## src/rtl/digest_word_serializer.sv

```systemverilog
// Streams a snapshot of a 256-bit SHA-256 digest out as WORD_W-bit words, most significant word first.
// Optional DIGEST_SER_BYTESWAP_EN: byte-reverse each output word (little-endian within the word).
module digest_word_serializer #(
    parameter int WORD_W = 32
) (
    input  logic              clk,
    input  logic              reset,
    input  logic              start,
    input  logic [255:0]      digest,
    output logic [WORD_W-1:0] word_out,
    output logic              word_valid,
    input  logic              word_ready,
    output logic              word_last,
    output logic              busy,
    output logic              done,
    output logic              overrun
);

    localparam int NUM_WORDS = 256 / WORD_W;
    localparam int IDX_W     = (NUM_WORDS > 1) ? $clog2(NUM_WORDS) : 1;
    localparam logic [IDX_W-1:0] LAST_IDX = IDX_W'(NUM_WORDS - 1);

    typedef enum logic {IDLE, SEND} state_t;

    state_t           state, state_nx;
    logic [IDX_W-1:0] idx, idx_nx;
    logic [255:0]     snap, snap_nx;
    logic             done_nx, overrun_nx;

    function automatic logic [WORD_W-1:0] pick_word(input logic [255:0] s, input logic [IDX_W-1:0] i);
        logic [WORD_W-1:0] w;
        logic [WORD_W-1:0] r;
        w = s[255 - int'(i) * WORD_W -: WORD_W];
`ifdef DIGEST_SER_BYTESWAP_EN
        for (int b = 0; b < WORD_W / 8; b++) begin
            r[b*8 +: 8] = w[WORD_W-8-b*8 +: 8];
        end
`else
        r = w;
`endif
        return r;
    endfunction

    always_comb begin
        state_nx   = state;
        idx_nx     = idx;
        snap_nx    = snap;
        done_nx    = 1'b0;
        overrun_nx = overrun;
        case (state)
            IDLE: begin
                if (start) begin
                    snap_nx  = digest;
                    idx_nx   = '0;
                    state_nx = SEND;
                end
            end
            SEND: begin
                if (start) overrun_nx = 1'b1;
                if (word_valid && word_ready) begin
                    if (idx == LAST_IDX) begin
                        state_nx = IDLE;
                        done_nx  = 1'b1;
                    end else begin
                        idx_nx = idx + 1'b1;
                    end
                end
            end
            default: state_nx = IDLE;
        endcase
    end

    // Outputs are registered from next-state values so they line up with the state they describe.
    always_ff @(posedge clk) begin
        if (reset) begin
            state      <= IDLE;
            idx        <= '0;
            snap       <= '0;
            word_out   <= '0;
            word_valid <= 1'b0;
            word_last  <= 1'b0;
            busy       <= 1'b0;
            done       <= 1'b0;
            overrun    <= 1'b0;
        end else begin
            state      <= state_nx;
            idx        <= idx_nx;
            snap       <= snap_nx;
            word_valid <= (state_nx == SEND);
            busy       <= (state_nx == SEND);
            word_last  <= (state_nx == SEND) && (idx_nx == LAST_IDX);
            word_out   <= (state_nx == SEND) ? pick_word(snap_nx, idx_nx) : '0;
            done       <= done_nx;
            overrun    <= overrun_nx;
        end
    end

endmodule

```

## config.mk

```make
export PLATFORM = sky130hd
export DESIGN_NAME = digest_word_serializer
export DESIGN_NICKNAME = d
export VERILOG_FILES = /design/src/rtl/digest_word_serializer.sv
export SDC_FILE = /design/constraint.sdc
export NUM_CORES = 1
export LEC_CHECK = 0
export ABC_AREA = 1
export CAP_MARGIN = 15
export CORE_MARGIN = 10
export CORE_UTILIZATION = 55
export DETAILED_ROUTE_END_ITERATION = 7
export GPL_TIMING_DRIVEN = 0
export PLACE_DENSITY_LB_ADDON = 0.12
export SETUP_SLACK_MARGIN = 0.02
export SLEW_MARGIN = 25
export SYNTH_ARGS = -nofsm -noshare
export SYNTH_HDL_FRONTEND = slang
export SYNTH_SLANG_ARGS = --single-unit
export TNS_END_PERCENT = 5
```

## constraint.sdc

```tcl
create_clock -name clk -period 5.2 [get_ports clk]
set_clock_uncertainty 0.15 [all_clocks]
set_input_delay 0.52 -clock clk [delete_from_list [all_inputs] [get_ports clk]]
set_output_delay 0.52 -clock clk [all_outputs]
set_load 0.05 [all_outputs]
```

==> Yosys cells after proc, flatten, opt, wreduce, memory -nomap -nowiden <==
Cells that the tools add are included.
{ "totals": {"input_bits": 260, "regBits": 295, "out_inout_bits": 37, "wordCells": 31} }
{ "classes": {"muxes": 11, "bitwise_logic": 3, "n_addsub": 2, "eq_ne": 2, "shift": 1, "n_reduce_logical": 5} }
{ "op_table": {"columns": ["operator", "count"], "rows": [
  ["two-way mux 256 bit", 2],
  ["indexed part select 287 x 9 -> 32 bit", 1],
  ["two-way mux 3 bit", 3],
  ["subtractor 8 x 8 -> 9 bit, first input constant", 1],
  ["== test 3 bit, second input constant", 2],
  ["one-hot mux 3 bit (2 select lines)", 1],
  ["two-way mux 1 bit", 4],
  ["adder 3 x 1 -> 3 bit, second input constant", 1],
  ["NOT 1 bit", 3],
  ["OR reduction 3 bit", 1],
  ["logical AND 1 bit", 2],
  ["one-hot mux 1 bit (2 select lines)", 1],
  ["AND reduction 2 bit", 1],
  ["OR reduction 2 bit", 1]
]} }

==> Depth between registers and ports, before layout <==
{ "depth": {"ltp_word": 6, "depth_mapped": 13, "mapped_depth_nobuf": 10} }

==> Worst setup path before layout <==
Ideal clock, no wire load.
{ "synth_timing": {"path_type": "register to register", "startpoint": "register state", "endpoint": "register word_out[30]", "t_arrival_ps": 1966, "n_path_buf": 3, "stages_incl_launch_ff": 13, "required_ps": 4937, "synth_period_minus_slack_ps": 2229, "slack_ps": 2971, "setup_ps": 113, "path_cell_list": "dfxtp_1 > nand2_1 > inv_2 > nand3_2 > nand2_2 > buf_6 > buf_6 > buf_2 > nand2_1 > nand3_1 > nand2_1 > nor2_1 > nor2_1"} }
{ "synth_between": {"elab_chain_cells": 5, "word_cells_on_any_way": 11, "classes_between": "1 x add/sub; 1 x shift; 5 x mux; 2 x bitwise; 2 x reduce/logical"} }
{ "synth_lines": {"columns": ["element", "line", "rtl"], "rows": [
  ["start, declared", "25", "state_t state, state_nx;"],
  ["start signal, assigned", "86", "state <= state_nx;"],
  ["logical AND 1 bit", null, null],
  ["two-way mux 3 bit or two-way mux 1 bit (tied branches)", null, null],
  ["one-hot mux 3 bit (2 select lines) or one-hot mux 1 bit (2 select lines) (tied branches)", "50", "case (state)"],
  ["subtractor 8 x 8 -> 9 bit or NOT 1 bit (tied branches)", null, null],
  ["indexed part select 287 x 9 -> 32 bit or OR reduction 2 bit (tied branches)", null, null],
  ["end signal, assigned", "92", "word_out <= (state_nx == SEND) ? pick_word(snap_nx, idx_nx) : '0;"],
  ["end, declared", "10", "output logic [WORD_W-1:0] word_out,"]
]} }
Parallel ways exist; a longest one is shown, timed or not.
A chain may end at the register's enable or synchronous reset.

==> Worst setup path after layout <==
{ "layout_timing": {"startpoint": "register state", "endpoint": "register word_out[0]"} }
Same word-level chain as after synthesis.

==> out/results.txt <==
VDD sags by at most 266 uV. The endpoint kind of the worst setup timing path was a flip-flop. During synthesis, Yosys emitted a total of 0 warnings.

The part of the power in the clock network is 0.371, and the residual DRC count is 0. Worst hold endpoint: snap[224]$_SDFF_PP0_. The arithmetic-cell share of the synthesized area counting full adders, half adders and majority gates was 0.000911; the sequential cell area was 5910 sq um. Synthesis produced a netlist with a net count of 2,439. The average wire per cell in the routed design was 17.8 um.

The number of hold violations in the final report was 0; the maximum fanout count along the critical path was 10. The die span in x is 178 um. After detailed routing, the number of vias per cell comes to 5.27. The netlist uses 21 different library cells. Setup repair after global routing left no endpoint under its margin. The count of nets left with antenna violations once routing finished came out at 0. The synthesized area per cell was 6.30 sq um. The largest individual stage delay along the critical path comes from the cell clkbuf_1. The switching power total came out at 1.70 mW. Clock tree synthesis found a total of 295 sinks. In this run, CTS created clock tree buffers numbering 31. In this run, synthesis produced a sequential element count of 295. Synthesis produced 2,178 cells. The synthesized-area fraction occupied by and/or/nand/nor cells is 0.367, and the insertion delay to the later sink of the worst-skew pair is 0.57 ns. STA classifies the critical path startpoint as a flip-flop. The initial antenna violation count was 0. The net switching fraction of the power is 0.291, and the die area is 31,700 sq um. The run gives 13,700 sq um as the synthesized area.

By area, the combinational part of the netlist is dominated by simple AND/OR/NAND/NOR gates. The critical path goes through inv_2 -> nand2_1 -> buf_2 -> clkbuf_1 -> o21ai_0 -> nand2_1 -> nand3_1 -> nand3_1 -> nand2_1 -> nor2_1. For the pin with the worst max-slew slack, the measured transition is 0.819 ns. The area of the multi-input gates was 6160 sq um. In this run the core area contains 57 standard-cell rows. The worst hold-check path type was input port to flip-flop. No sink is reached through more buffers than the 3 on the longest clock path. Data arrives at the worst endpoint at 3.27 ns.

The worst hold path passes through 4 cells. Setup violations remaining at the end of the flow were counted as 0. The fraction of synthesized cell area taken by the top area cell type came out at 0.430. Clock tree synthesis selected as its root buffer the cell clkbuf_16. STA puts the critical path data required time at 5.51 ns. TritonCTS built the clock tree. During I/O placement, the number of pins put on the boundary was 297. After filler insertion, the fill cell instance count of the layout stands at 2,057. The worst register-to-register path begins at state$_SDFF_PP0_. The max-cap violation count came out at 0.

The final period utilization is 0.569, and the complex-gate fraction of the synthesized area is 0.0808. In the final design database the tool counted 2,766 nets. The routed design has 50,900 um of wire. The max-slew violation count is 0, and the placeable core region is 24,500 sq um.

The cell type with the highest aggregate area in the netlist is dfxtp_1. The overall fraction of global-route tracks in use was 0.307. For the H-tree depth, the log shows 1.

The highest cell delay on the worst timing path works out to 0.51 ns. For this block, the initial DRC count from the detailed router was 1,592. The proportion of power drawn by combinational gates came out at 0.206. The run gives 0.561 as the effective utilization at floorplan. The chip height works out to 178 um. At the end of routability-driven placement, the weighted congestion stood at 0.938.

Share of final-layout standard cells stronger than drive strength 1: 0.0506. The sequential share of power was 0.423. The share of the synthesized netlist area taken by xor and xnor gates was 0; the worst path buffer plus inverter count was 3. After synthesis, the cell types taking the most area are dfxtp_1 43%, nand2_1 18%, nand3_1 9.4%, nor2_1 9.1%, inv_1 7.2%. For this run, the detailed router's first-pass iteration total came to 7. The terminus of the critical flop-to-flop path is word_out[0]$_SDFF_PP0_. Dividing total power by cell area gives a power density of 324 nW/um^2.

The wire length of the first global-routing pass was 76,600 um; the clock-pin slew of the registers on the worst-case setup and hold paths was 0.07 ns. Entering global routing, the biggest net connects 15 pins. Buffers added to address setup during post-CTS repair amount to 0. Hold repair after CTS inserted 0 buffers. Once detailed placement completed, the half-perimeter wirelength came to 39,400 um. The minimum period implied by the final worst setup slack is 2.96 ns. Critical setup path kind: flip-flop to flip-flop. Via count of the first global-routing pass: 14,400.

Cell depth of the worst flop-to-flop path: 10. Summed over all layers, the global routing overflow is 0. The worst hold path begins at start. Cell internal power was estimated by the tool at 4.15 mW. The completed layout was analyzed and its total power is 5.86 mW. The run finished with clean final reports. Worst slew margin relative to its limit: 0.454. For this run, the top clock speed supported by timing is 0.338 GHz. Family with the most delay on the worst path: buffers and inverters. The multiplexer share of the synthesized area is 0, and the number of gates given a new drive strength after cts is 0. The count of port buffers added during placement came out at 294.

The setup total negative slack came out at 0 ns. Counting stages on the worst path, the most repeated cell is nand2_1. The leakage dissipation is 8.73 nW, and the routed via count is 15,000.

The run gives 2.24 ns as the slack of the worst reg-to-reg path. The share of synthesized area occupied by flip-flops and latches came out at 0.430. Compared with the post-synthesis result, the final layout area differs by 31.6%. The number of antenna repair diodes was 0.
## through the flow
step	utilization	hold slack (ns)	cell area, sq um	setup WS, ns	cells
after floorplan	-	0.301	13700	2.97	2178
after global placement	0.698	0.307	17100	2.03	2796
after detailed placement	0.698	0.315	17100	1.99	2796
after CTS	0.739	0.281	18100	2.35	2852
after global routing	0.739	0.333	18100	2.22	2852
final	0.739	0.291	18100	2.24	2852
## cell families after synthesis
logic type,Yosys count
compound gates,221
fa+ha+maj,1
buf+inv,414
flops,295
simple gates,1247
## placed cells by master (no fill, tap or decap), drive strengths merged
| cell type | instances |
|---|---|
| clkinv | 4 |
| dfxtp | 295 |
| clkdlybuf4s50 | 294 |
| a21boi | 1 |
| clkbuf | 130 |
| nand3 | 258 |
| o21ai | 160 |
| o22ai | 1 |
| a21oi | 59 |
| nor2 | 335 |
| clkinvlp | 2 |
| or2 | 8 |
| buf | 69 |
| ha | 1 |
| inv | 265 |
| nor3 | 2 |
| nand2 | 644 |
## layout make-up
cell class | count | area share
multi-input cells | 1469 | 0.341
inverters | 265 | 0.0550
well taps | 324 | 0.0224
plain buffers | 149 | 0.0368
clock buffers | 50 | 0.0530
repair buffers | 294 | 0.163
flip-flops and latches | 295 | 0.327
clock inverters | 6 | 0.00215
## power by group through the flow
stage / combinational (mW) / sequential (mW) / clock [mW]
final: 1.20 / 2.48 / 2.18
after global routing: 1.33 / 2.49 / 2.26
after CTS: 1.19 / 2.47 / 2.18
after detailed placement: 1.18 / 2.52 / 0
after global placement: 1.16 / 2.52 / 0
after floorplan: 0.624 / 2.60 / 0
## registers in the layout, summed over array words and instances (netlist names)
signal / flops
snap: 256
word_out: 32
idx: 3
done: 1
overrun: 1
state: 1
word_last: 1
## synth_stat cells
master	count
nand2_1	641
nor2_1	334
dfxtp_1	295
inv_1	262
nand3_1	257
o21ai_0	160
clkbuf_1	80
a21oi_1	59
buf_2	58
or2_2	8
buf_1	5
buf_4	3
buf_6	3
inv_2	3
nand2_2	3
nor3_1	2
a21boi_0	1
ha_1	1
nand3_2	1
nor2_2	1
o22ai_1	1
## worst max path at each step
stage	cells past startpoint	slack [ns]	endpoint	startpoint
2_1_floorplan	12	2.97	word_out[30]$_SDFF_PP0_	state$_SDFF_PP0_
3_3_place_gp	12	2.03	word_out[16]$_SDFF_PP0_	word_ready
3_5_place_dp	12	1.99	word_out[16]$_SDFF_PP0_	word_ready
4_1_cts	10	2.35	word_out[0]$_SDFF_PP0_	state$_SDFF_PP0_
5_1_grt	10	2.22	word_out[18]$_SDFF_PP0_	state$_SDFF_PP0_
6_report	10	2.24	word_out[0]$_SDFF_PP0_	state$_SDFF_PP0_
## tightest hold or removal path, delay by kind of cell
family / cells / cell delay (ns)
buffers and inverters: 1 / 0.19
and+or+nand+nor: 3 / 0.25
## per-layer routing
layer	GRT usage	part of all wire	wire, um
met5	0	0	0
met4	0.158	0.057	2880
met3	0.0677	0.10	5100
met2	0.521	0.47	23700
met1	0.358	0.38	19200
(Power assumes the default switching activity.)
